<file path="src/rtl/fetch_pkg.sv">
// Shared types and constants for the instruction fetch path.
// Latency: none (declarations only).
// Backpressure: not applicable.
package fetch_pkg;

  // Fetch FSM states: request, wait for data, hold for decode, drop a stale response.
  typedef enum logic [1:0] {
    S_REQ   = 2'd0,
    S_WAIT  = 2'd1,
    S_HOLD  = 2'd2,
    S_DRAIN = 2'd3
  } fetch_state_t;

  localparam int unsigned INSTR_BYTES = 4;

  localparam logic [63:0] DEFAULT_RESET_PC = 64'h0;

endpackage

</file>
<file path="src/rtl/pc_incrementer.sv">
// Sequential-PC adder: pc + INSTR_BYTES, modulo 2^ADDR_WIDTH, carry discarded.
// Latency: combinational.
// Backpressure: not applicable.
// Ports: pc (current PC), pc_next (pc + 4, wraps to 0 past the top of the space).
module pc_incrementer
  import fetch_pkg::*;
#(
  parameter int ADDR_WIDTH = 64
) (
  input  logic [ADDR_WIDTH-1:0] pc,
  output logic [ADDR_WIDTH-1:0] pc_next
);

  assign pc_next = pc + ADDR_WIDTH'(INSTR_BYTES);

endmodule

</file>
<file path="src/rtl/instruction_fetch_unit.sv">
// Fetches one instruction at a time from imem at the PC and buffers it for decode.
// Latency: response in cycle N -> instr_valid in cycle N+1; best case 3 cycles/instr.
// Backpressure: single-entry buffer; no new request is issued while decode stalls.
// Ports: clock/reset (async, active low); imem_req_* request port (valid/ready);
//        imem_resp_* response port (never back-pressured); redirect_* PC load;
//        instr_* buffered instruction with its PC (valid/ready).
module instruction_fetch_unit
  import fetch_pkg::*;
#(
  parameter int ADDR_WIDTH  = 64,
  parameter int INSTR_WIDTH = 32,
  parameter logic [ADDR_WIDTH-1:0] RESET_PC = ADDR_WIDTH'(DEFAULT_RESET_PC)
) (
  input  logic                   clock,
  input  logic                   reset,
  output logic                   imem_req_valid,
  input  logic                   imem_req_ready,
  output logic [ADDR_WIDTH-1:0]  imem_req_addr,
  input  logic                   imem_resp_valid,
  input  logic [INSTR_WIDTH-1:0] imem_resp_data,
  input  logic                   redirect_valid,
  input  logic [ADDR_WIDTH-1:0]  redirect_pc,
  output logic                   instr_valid,
  input  logic                   instr_ready,
  output logic [INSTR_WIDTH-1:0] instr_data,
  output logic [ADDR_WIDTH-1:0]  instr_pc
);

  fetch_state_t          state_q, state_d;
  logic [ADDR_WIDTH-1:0] pc_q;
  logic [ADDR_WIDTH-1:0] pc_inc;
  logic [ADDR_WIDTH-1:0] redirect_aligned;
  logic                  req_hs;
  logic                  resp_take;
  logic                  redirect_lsb_unused;

  pc_incrementer #(.ADDR_WIDTH(ADDR_WIDTH)) u_pc_inc (
    .pc      (pc_q),
    .pc_next (pc_inc)
  );

  // Targets are word aligned; the low two bits of the redirect are dropped.
  assign redirect_aligned    = {redirect_pc[ADDR_WIDTH-1:2], 2'b00};
  assign redirect_lsb_unused = ^redirect_pc[1:0];

  // Gated with reset so the request is low for the whole reset interval,
  // even though the state register already sits in S_REQ.
  assign imem_req_valid = reset && (state_q == S_REQ);
  assign imem_req_addr  = pc_q;
  assign instr_valid    = (state_q == S_HOLD);

  assign req_hs    = (state_q == S_REQ) && imem_req_ready;
  // A response is only kept when no redirect arrives in the same cycle.
  assign resp_take = (state_q == S_WAIT) && imem_resp_valid && !redirect_valid;

  always_comb begin
    state_d = state_q;
    unique case (state_q)
      S_REQ: begin
        if (req_hs) state_d = redirect_valid ? S_DRAIN : S_WAIT;
      end
      S_WAIT: begin
        if (redirect_valid)       state_d = imem_resp_valid ? S_REQ : S_DRAIN;
        else if (imem_resp_valid) state_d = S_HOLD;
      end
      S_HOLD: begin
        // Redirect wins over instr_ready: the buffered instruction is dropped.
        if (redirect_valid || instr_ready) state_d = S_REQ;
      end
      S_DRAIN: begin
        if (imem_resp_valid) state_d = S_REQ;
      end
      default: state_d = S_REQ;
    endcase
  end

  always_ff @(posedge clock or negedge reset) begin
    if (!reset) begin
      state_q    <= S_REQ;
      pc_q       <= RESET_PC;
      instr_data <= '0;
      instr_pc   <= '0;
    end else begin
      state_q <= state_d;
      if (redirect_valid)  pc_q <= redirect_aligned;
      else if (resp_take)  pc_q <= pc_inc;
      if (resp_take) begin
        instr_data <= imem_resp_data;
        instr_pc   <= pc_q;
      end
    end
  end

endmodule

</file>
<file path="config.mk">
export PLATFORM = sky130hd
export DESIGN_NAME = instruction_fetch_unit
export DESIGN_NICKNAME = d
export VERILOG_FILES = /design/src/rtl/fetch_pkg.sv /design/src/rtl/pc_incrementer.sv /design/src/rtl/instruction_fetch_unit.sv
export SDC_FILE = /design/constraint.sdc
export NUM_CORES = 1
export LEC_CHECK = 0
export BUFFER_PORTS_ARGS = -buffer_cell sky130_fd_sc_hd__buf_2
export CAP_MARGIN = 20
export CELL_PAD_IN_SITES_DETAIL_PLACEMENT = 0
export CELL_PAD_IN_SITES_GLOBAL_PLACEMENT = 1
export CORE_MARGIN = 10
export CORE_UTILIZATION = 34
export DETAILED_ROUTE_END_ITERATION = 12
export PLACE_DENSITY_LB_ADDON = 0.1
export SYNTH_ARGS = -nofsm -noshare
export SYNTH_HDL_FRONTEND = slang
export SYNTH_SLANG_ARGS = --single-unit
</file>
<file path="constraint.sdc">
create_clock -name clock -period 2.1 [get_ports clock]
set_input_delay 0.21 -clock clock [delete_from_list [all_inputs] [get_ports clock]]
set_output_delay 0.21 -clock clock [all_outputs]
set_load 0.02 [all_outputs]
</file>
==> impl_metrics.env <==
export IMPL_synthMuxAreaShare_pct=15.2
export IMPL_cts_root_buf="clkbuf_16"
export IMPL_power_density_nw_per_um2=1160
export IMPL_setup_viol=0
export IMPL_rr_worst_depth=7
export IMPL_grt_first_pass_wirelength_um=38900
export IMPL_fmax_mhz=493
export IMPL_synth_edf_count=0
export IMPL_max_cap_viol_count=0
export IMPL_p_leak_nw=4.82
export IMPL_rows=53
export IMPL_drive_gt1_share_pct=48.5
export IMPL_clk_pin_slew_ns=0.07
export IMPL_ff2ff_setup_slack_ns=0.07
export IMPL_totalPowerFinal_w=0.0123
export IMPL_tightest_slew_ns=0.563
export IMPL_clockBufferDepth=2
export IMPL_syn_avg_cell_area_um2=11.2
export IMPL_synth_cell_types=42
export IMPL_min_to="imem_req_addr[37]"
export IMPL_met3WireLength_um=1990
export IMPL_timing_rr_end="imem_req_addr[61]"
export IMPL_crit_type="reg -> reg"
export IMPL_whs_path_depth=3
export IMPL_n_fill_cell=2002
export IMPL_hold_viol_final=0
export IMPL_ios=264
export IMPL_drv_slew=0
export IMPL_first_global_vias=7061
export IMPL_firstDrtPassIters=5
export IMPL_synth_top_family_by_area="simple AND/OR/NAND/NOR gates"
export IMPL_setup_tns_final_ns=0
export IMPL_drt_met1_wl_um=10600
export IMPL_clkLatencyLatePin_ns=0.43
export IMPL_finalNetCount=1124
export IMPL_routabilityCongestion=0.825
export IMPL_antenna_found_initial=1
export IMPL_pre_cts_ws_ns=-0.0486
export IMPL_crit_path_end_kind="flip-flop"
export IMPL_synth_seq_area_share_pct=53.6
export IMPL_viasPerCell=5.05
export IMPL_ir_drop_uv=828
export IMPL_hold_start="redirect_pc[37]"
export IMPL_skew_ns=0.0121
export IMPL_portBuffers=257
export IMPL_synth_xor_area_share_pct=4.27
export IMPL_track_usage_pct=17.1
export IMPL_numCtsBuffers=17
export IMPL_synthArstFlopShare_pct=100
export IMPL_synth_cells=662
export IMPL_die_w_um=167
export IMPL_fin_crit_sh_pct=96.6
export IMPL_status="finished clean"
export IMPL_setup_worst_path_start_class="flip-flop"
export IMPL_synth_compound_area_share_pct=6.61
export IMPL_drt_wl_total_um=24500
export IMPL_antenna_left=0
export IMPL_yosys_area_share_simple_pct=18.0
export IMPL_holdCritPathClass="in -> reg"
export IMPL_yosysWarnings=0
export IMPL_syn_to_final_growth_pct=43.6
export IMPL_netlist_area_um2=7380
export IMPL_drt_iter0_drc=251
export IMPL_wire_per_inst_um=18.7
export IMPL_htree_num_levels=4
export IMPL_required_ns=2.44
export IMPL_setup_ws_ns=0.0704
export IMPL_ys_seq_elements=158
export IMPL_critPathMaxFanout=7
export IMPL_cts_tree="built"
export IMPL_rsz0062_at_grt="true"
export IMPL_period_minus_slack_ns=2.03
export IMPL_critPathArrivalTime_ns=2.37
export IMPL_route_detailed_drc=0
export IMPL_slew_headroom_pct=62.4
export IMPL_r2r_start="imem_req_addr[23]"
export IMPL_highest_layer="met4"
export IMPL_fp_dieH_um=167
export IMPL_post_dp_hpwl_um=18700
export IMPL_start_util_pct=34.8
export IMPL_vias=6610
export IMPL_coreArea_um2=21200
export IMPL_grt_overflow_total=0
export IMPL_die_area_um2=28000
export IMPL_synth_flop_cell="dfrtp_1"
export IMPL_wl_met2_um=11800
export IMPL_numClockSinks=158
export IMPL_synth_fa_ha_area_share_pct=0.169
export IMPL_grt_max_degree=80
cells in the mapped netlist (4+ instances only):
cell | count | area share, %
or4_1 | 14 | 1.4
and3_1 | 11 | 0.93
nand3_1 | 38 | 2.6
mux2i_1 | 5 | 0.68
a31oi_1 | 13 | 1.1
nor4_1 | 15 | 1.3
nand4_1 | 27 | 2.3
xnor2_1 | 12 | 1.4
o21ai_0 | 41 | 2.8
nand2_1 | 73 | 3.7
nor2_1 | 26 | 1.3
xor2_1 | 24 | 2.8
inv_1 | 5 | 0.25
nor2b_1 | 12 | 1.0
buf_4 | 4 | 0.41
clkbuf_1 | 24 | 1.2
or3_1 | 7 | 0.59
nor3_1 | 11 | 0.75
o31ai_1 | 9 | 0.92
dfrtp_1 | 158 | 54
a22oi_1 | 4 | 0.41
mux2_2 | 95 | 14
logic make-up (layout without fill, tap and decap cells):
family,after synthesis,in the layout
other,1,5
AOI/OAI and AO/OA,80,80
and+or+nand+nor,248,248
xor gates and xnor gates,36,36
muxes,100,100
adders and majority gates,1,1
buffers and inverters,38,407
DFF,158,158
placed cells by master, fill, tap and decap left out, types with 17 or more instances in the layout:
cell	instances
buf_2	255
buf_4	79
clkbuf_16	17
dfrtp_1	148
dlygate4sd3_1	23
mux2_2	95
nand2_1	70
nand3_1	34
nand4_1	27
nor2_1	24
o21ai_0	41
xor2_1	24
area by class of cell:
class,count,area (um^2),share of cell area [%]
Multi-Input combinational cell,469,3390,32.0
Sequential cell,158,3970,37.4
Clock buffer,21,450,4.25
Inverter,6,22.5,0.212
Tap cell,275,344,3.25
Clock inverter,11,134,1.26
Timing Repair Buffer,369,2290,21.6
Antenna cell,1,2.50,0.0236
layer usage:
| layer | global-route usage, % | vias up |
|---|---|---|
| met5 | 0 | - |
| met4 | 4.24 | 0 |
| met3 | 6.93 | 16 |
| met2 | 27.8 | 207 |
| met1 | 20.6 | 3256 |
| li1 | - | 3131 |
repair_timing:
action / 4_1_cts / 5_1_grt
setup endpoints to repair: 8 / 15
resized for setup: 3 / 23
hold endpoints to repair: 179 / 1
gates cloned: 0 / 0
setup buffers: 3 / 9
pin swaps: 3 / 6
hold buffers: 22 / 1
sequential cells by signal (all words and copies together) (netlist names):
signal         flops
state_q            2
instr_data        32
imem_req_addr     62
instr_pc          62
power breakdown:
part	internal [W]	switching, W	total [W]
clock	0.00180	0.00133	0.00313
sequential	0.00408	0.000570	0.00465
combinational	0.00192	0.00263	0.00455
total	0.00780	0.00453	0.0123
how the worst max path moves through the flow:
stage | endpoint | cells after the start | slack (ns) | from
after global placement | imem_req_addr[56] | 5 | -0.002 | imem_req_addr[25]
after floorplan | imem_req_addr[48] | 6 | 0.003 | imem_req_addr[5]
after detailed placement | imem_req_addr[56] | 5 | -0.05 | imem_req_addr[25]
after global routing | imem_req_addr[55] | 6 | -0.02 | imem_req_addr[36]
final | imem_req_addr[61] | 7 | 0.07 | imem_req_addr[23]
after CTS | imem_req_addr[26] | 5 | 0.02 | imem_req_addr[15]
worst max-delay path: stages (launching register included):
cell and delay, ns:
dfrtp_1 0.37, buf_6 0.13, nand2_2 0.09, nor4_4 0.35, nand4_1 0.16, buf_6 0.17, or4_1 0.49, a31oi_1 0.19
through the flow:
step,area (um^2),utilization (%),hold WS (ns),std cells
after floorplan,7420,-,-0.0856,665
after global placement,9580,45.2,0.324,1242
after detailed placement,9580,45.2,0.325,1242
after CTS,10400,49.1,0.000630,1299
after global routing,10600,49.9,0.00286,1309
final,10600,49.9,0.00969,1310
(Power assumes the default switching activity.)
